$ cat src/rtl/cdb_broadcaster.sv
// Purpose : collects results from six producers (add1..add3, mul1, mul2, ls) and broadcasts one per cycle on the CDB.
// Latency : 2 edges from accepted push to broadcast (1 edge via the empty-FIFO bypass when CDB_BYPASS_EN is defined).
// Backpr. : src_ready[i] drops while FIFO i is full; the CDB itself has no backpressure (one-cycle strobes).
//
// Ports:
//   clk, rst          clock; synchronous active-high reset
//   src_req[5:0]      per-source result strobe, bit order {ls, mul2, mul1, add3, add2, add1}
//   src_data          six DATA_W-bit results, slice i = [i*DATA_W +: DATA_W]
//   ls_idx_in[2:0]    load/store entry index, qualified by src_req[5]
//   src_ready[5:0]    per-source accept (FIFO not full, and not in reset)
//   cdb_valid[5:0]    one-hot broadcast strobe
//   cdb_data          broadcast result, 0 when idle
//   cdb_ls_idx[2:0]   load/store index of the broadcast, 0 unless cdb_valid[5]
//
// Build option: define CDB_BYPASS_EN to let a result skip its FIFO when all FIFOs are empty.

module cdb_broadcaster #(
    parameter int DATA_W = 32,
    parameter int DEPTH  = 2
) (
    input  logic                  clk,
    input  logic                  rst,
    input  logic [5:0]            src_req,
    input  logic [6*DATA_W-1:0]   src_data,
    input  logic [2:0]            ls_idx_in,
    output logic [5:0]            src_ready,
    output logic [5:0]            cdb_valid,
    output logic [DATA_W-1:0]     cdb_data,
    output logic [2:0]            cdb_ls_idx
);

    localparam int NSRC = 6;
    localparam int AW   = $clog2(DEPTH);
    localparam int CW   = AW + 1;
    localparam logic [CW-1:0] FULL_CNT = CW'(DEPTH);

    // FIFO storage; only the ls FIFO carries an index alongside its data
    logic [DATA_W-1:0] r_mem     [NSRC][DEPTH];
    logic [2:0]        r_idx_mem [DEPTH];
    logic [AW-1:0]     r_wr_ptr  [NSRC];
    logic [AW-1:0]     r_rd_ptr  [NSRC];
    logic [CW-1:0]     r_count   [NSRC];
    logic [2:0]        r_last_grant;

    logic [5:0]        r_cdb_valid;
    logic [DATA_W-1:0] r_cdb_data;
    logic [2:0]        r_cdb_ls_idx;

    logic [5:0]        w_nonempty;
    logic [5:0]        w_ready;
    logic [5:0]        w_accept;
    logic              w_bypass;
    logic [5:0]        w_cand;
    logic              w_grant_vld;
    logic [2:0]        w_grant_idx;
    logic [5:0]        w_grant_oh;
    logic [5:0]        w_push;
    logic [5:0]        w_pop;
    logic [DATA_W-1:0] w_head_data;
    logic [2:0]        w_head_idx;
    int                w_j;

    always_comb begin
        w_nonempty  = '0;
        w_ready     = '0;
        w_grant_vld = 1'b0;
        w_grant_idx = 3'd0;
        w_j         = 0;

        // Ready looks only at registered counts, so a same-cycle pop never frees a slot
        for (int i = 0; i < NSRC; i++) begin
            w_nonempty[i] = (r_count[i] != '0);
            w_ready[i]    = !rst && (r_count[i] != FULL_CNT);
        end
        w_accept = src_req & w_ready;

`ifdef CDB_BYPASS_EN
        // With every FIFO empty, arbitrate directly among this cycle's accepted requests
        w_bypass = (w_nonempty == '0) && (w_accept != '0);
`else
        w_bypass = 1'b0;
`endif
        w_cand = w_bypass ? w_accept : w_nonempty;

        // Round-robin: scan from the source after the last winner, wrapping at 6
        for (int k = 1; k <= NSRC; k++) begin
            w_j = int'(r_last_grant) + k;
            if (w_j >= NSRC) begin
                w_j = w_j - NSRC;
            end
            if (!w_grant_vld && w_cand[w_j]) begin
                w_grant_vld = 1'b1;
                w_grant_idx = 3'(w_j);
            end
        end

        w_grant_oh = w_grant_vld ? (6'b000001 << w_grant_idx) : 6'b000000;

        if (w_bypass) begin
            w_head_data = src_data[w_grant_idx*DATA_W +: DATA_W];
            w_head_idx  = ls_idx_in;
        end else begin
            w_head_data = r_mem[w_grant_idx][r_rd_ptr[w_grant_idx]];
            w_head_idx  = r_idx_mem[r_rd_ptr[5]];
        end

        // A bypassed winner neither pops nor occupies its FIFO
        w_pop  = w_bypass ? 6'b000000 : w_grant_oh;
        w_push = w_accept & ~(w_bypass ? w_grant_oh : 6'b000000);
    end

    assign src_ready  = w_ready;
    assign cdb_valid  = r_cdb_valid;
    assign cdb_data   = r_cdb_data;
    assign cdb_ls_idx = r_cdb_ls_idx;

    // Storage needs no reset: entries are only read while the count says they are live
    always_ff @(posedge clk) begin
        for (int i = 0; i < NSRC; i++) begin
            if (w_push[i]) begin
                r_mem[i][r_wr_ptr[i]] <= src_data[i*DATA_W +: DATA_W];
            end
        end
        if (w_push[5]) begin
            r_idx_mem[r_wr_ptr[5]] <= ls_idx_in;
        end
    end

    always_ff @(posedge clk) begin
        if (rst) begin
            for (int i = 0; i < NSRC; i++) begin
                r_wr_ptr[i] <= '0;
                r_rd_ptr[i] <= '0;
                r_count[i]  <= '0;
            end
            r_last_grant <= 3'd5;
            r_cdb_valid  <= '0;
            r_cdb_data   <= '0;
            r_cdb_ls_idx <= '0;
        end else begin
            for (int i = 0; i < NSRC; i++) begin
                if (w_push[i]) begin
                    r_wr_ptr[i] <= r_wr_ptr[i] + 1'b1;
                end
                if (w_pop[i]) begin
                    r_rd_ptr[i] <= r_rd_ptr[i] + 1'b1;
                end
                if (w_push[i] && !w_pop[i]) begin
                    r_count[i] <= r_count[i] + 1'b1;
                end else if (!w_push[i] && w_pop[i]) begin
                    r_count[i] <= r_count[i] - 1'b1;
                end
            end
            r_cdb_valid  <= w_grant_oh;
            r_cdb_data   <= w_grant_vld ? w_head_data : '0;
            r_cdb_ls_idx <= (w_grant_vld && (w_grant_idx == 3'd5)) ? w_head_idx : 3'd0;
            if (w_grant_vld) begin
                r_last_grant <= w_grant_idx;
            end
        end
    end

endmodule
$ cat config.mk
export PLATFORM = sky130hd
export DESIGN_NAME = cdb_broadcaster
export DESIGN_NICKNAME = d
export VERILOG_FILES = /design/src/rtl/cdb_broadcaster.sv
export SDC_FILE = /design/constraint.sdc
export NUM_CORES = 1
export LEC_CHECK = 0
export CORE_UTILIZATION = 45
export DETAILED_ROUTE_END_ITERATION = 10
export PLACE_DENSITY = 0.7
export SLEW_MARGIN = 20
export SYNTH_ARGS = -nofsm -noshare
export SYNTH_HDL_FRONTEND = slang
export SYNTH_SLANG_ARGS = --single-unit
$ cat constraint.sdc
create_clock -name clk -period 5.57 [get_ports clk]
set_input_delay 1.114 -clock clk [delete_from_list [all_inputs] [get_ports clk]]
set_output_delay 1.114 -clock clk [all_outputs]
set_load 0.005 [all_outputs]
==> out/metrics.yaml <==
status:
  status: "finished, final reports clean"
finish:
  final_nets: 1793
  layout_common_cells: "414 x edfxtp_1, 273 x nand2_1, 249 x clkdlybuf4s50_1"
  final_core_util_pct: 58.2
  ff_latch_area_um2: 13300
  stdcell_area_um2: 23400
  drive_gt1_share_pct: 8.86
  fillCellCount: 3090
  layout_commonest_cell: "edfxtp_1"
  area_growth_pct: 26.3
  multi_input_area_um2: 4830
logic_synthesis:
  syn_area_um2: 18500
  syn_inst: 1327
  synth_ff_type: "edfxtp_1"
  ys_seq_area_share_pct: 72.0
  synth_nets: 1543
  synth-edff-count: 414
  yosys_warnings: 0
  async_flop_share_pct: 0
  avgSynthCellArea_um2: 13.9
  synth.distinct_cells: 64
  synth_seq_cells: 458
critical_path:
  worst-r2r-setup-slack_ns: 0.37
  path_cells: "inv_1 -> ha_1 -> inv_1 -> ha_1 -> a2111o_1 -> o32a_1 -> o21ai_1 -> a2111oi_0 -> a41o_1 -> nor2_1 -> nor2_4 -> a221o_2 -> buf_4 -> a311o_1 -> a21oi_1"
  cp.required_ns: 6.07
  cp-start-kind: "register"
  critical_path.startpoint: "r_last_grant[1]"
  r2r_end: "cdb_data[14]"
  cp_slowest_cell: "ha_1"
  reg2reg_depth: 15
  worstReg2RegStart: "r_last_grant[1]"
  worst_ep_arrival_time_ns: 5.71
  worstSetupEndpointType: "register"
  slowest_delay_ns: 0.57
  crit_path_max_fanout: 18
  path_class: "reg2reg"
timing:
  post-route-period-util_pct: 93.4
  skew_ns: 0.0215
  setup_tns_ns: 0
  fmax_ghz: 0.192
  setup_viol: 0
  whs_ns: 0.483
  slew_headroom_pct: 37.3
  tightest_slew_ns: 0.938
  rsz0062_at_grt: "false"
  fin_crit_ns: 5.20
  maxSlewViolCount: 0
  timing_hold_violations_final: 0
place:
  place_area_um2: 21700
  place_congestion: 0.860
  port_buffers: 249
  dp_hpwl_um: 32500
detailed_routing:
  drtIter0Drc: 1041
  drt-pass1-iter-count: 7
  drc_errors: 0
  vias: 12118
  wl_um: 50400
  wire_per_inst_um: 23.5
  routed_via_density: 5.65
  ant_nets: 0
clocking:
  cts_buffers: 47
  clk_path_buf_depth: 3
  postCtsResizedCells: 0
  ctsHoldBuffers: 0
  post_cts_buffers: 0
  cts_sinks: 458
  clkTransAtPathRegs_ns: 0.06
  root_buffer: "clkbuf_16"
  cts_tree: "done"
  clk_latency_ns: 0.60
  htreeDepth: 2
floorplan:
  io_pins: 250
  row_count: 73
  die_area_um2: 41900
  start_util_pct: 46.1
  die_y_um: 205
  die_width_um: 205
  core-area_um2: 40100
global_routing:
  antenna_found_initial: 10
  grt-ovfl-total: 0
  grt_pass1_vias: 12276
  grtUsageMet3_pct: 4.82
  grt_pass1_wl_um: 74200
  grt_use_met1_pct: 32.3
  grt_max_degree: 85
  grtUsageMet2_pct: 38.6
  grt.busiest_layer: "met2"
  track_usage_pct: 24.1
worst_hold_path:
  min_from: "r_idx_mem[0][2]"
  hold_path.class: "reg2reg"
  worstHoldPathCells: 2
  min_to: "cdb_ls_idx[2]"
job:
  cap_violations: 0
[registers in the layout (all words and copies together) (netlist names)]
signal	cells
cdb_data	32
r_idx_mem	6
r_rd_ptr	6
r_count	12
cdb_ls_idx	3
r_last_grant	3
r_mem	384
cdb_valid	6
r_wr_ptr	6
[worst max path at each step]
| stage | to | slack, ns | depth (start not counted) |
|---|---|---|---|
| 3_5_place_dp | cdb_data[13] | 0.42 | 16 |
| 3_3_place_gp | cdb_data[17] | 0.56 | 15 |
| 2_1_floorplan | r_count[0][0] | 0.94 | 17 |
| 5_1_grt | cdb_data[16] | 0.08 | 16 |
| 6_report | cdb_data[14] | 0.37 | 15 |
| 4_1_cts | cdb_data[14] | 0.37 | 15 |
[critical path: cells and delay by family, from the launching register on]
| kind | cells | cell delay [ns] |
|---|---|---|
| adders and majority gates | 2 | 0.82 |
| and+or+nand+nor | 2 | 0.62 |
| buffers and inverters | 3 | 0.74 |
| DFF | 1 | 0.56 |
| AOI/OAI and AO/OA | 8 | 2.38 |
[per-stage QoR]
step           cells  worst slack [ns]
2_1_floorplan   1327             0.936
3_5_place_dp    2053             0.423
4_1_cts         2139             0.365
6_report        2145             0.367
3_3_place_gp    2053             0.563
5_1_grt         2143            0.0793
[per-layer routing]
layer  wire (um)  part of all wire [%]
met5          60                  0.12
met4        1430                   2.8
met3        4040                   8.0
met2       24000                    48
met1       20900                    41
[cells in the mapped netlist, types with 3 or more instances]
cell	n	area (um^2)
buf_1	8	30.0
xnor2_1	6	52.6
nand2_1	274	1030
mux2i_1	76	761
nor3b_1	7	52.6
a32oi_1	32	280
nor2b_1	7	43.8
nor4_2	3	37.5
buf_6	3	33.8
buf_4	3	22.5
a21oi_1	61	305
buf_2	19	95.1
nor3_1	15	75.1
inv_1	16	60.1
nand3_1	66	330
xor2_1	3	26.3
a32o_1	33	330
dfxtp_1	44	881
nor2_1	43	161
nand2b_1	15	93.8
and3_1	11	68.8
a2111oi_0	3	26.3
clkbuf_1	49	184
a211o_1	3	26.3
a211oi_1	3	22.5
a311o_1	32	320
ha_1	13	163
o21ai_0	9	45.0
mux2_2	3	33.8
or2_2	6	37.5
a21o_1	4	30.0
edfxtp_1	414	12400
[logic make-up (layout without fill, tap and decap cells)]
logic type	count (synthesis)	count (layout)	synth area share, %
buffers and inverters	99	386	2.34
xor gates and xnor gates	11	11	0.602
DFF	458	458	72.0
AOI/OAI and AO/OA	198	198	8.33
adders and majority gates	13	13	0.880
and+or+nand+nor	465	465	11.2
muxes	83	83	4.70
other	0	6	0
[cell type report]
cell class,instances,share of cell area [%]
sequential,458,57.0
clock inverter,20,1.34
multi-input combinational,770,20.7
tap,525,2.81
clock buffer,66,5.60
antenna,6,0.0643
timing repair buffer,284,12.2
inverter,16,0.257
Power is not shown: default switching activity piles up to over one toggle a cycle in this logic, so the estimate is an artifact.
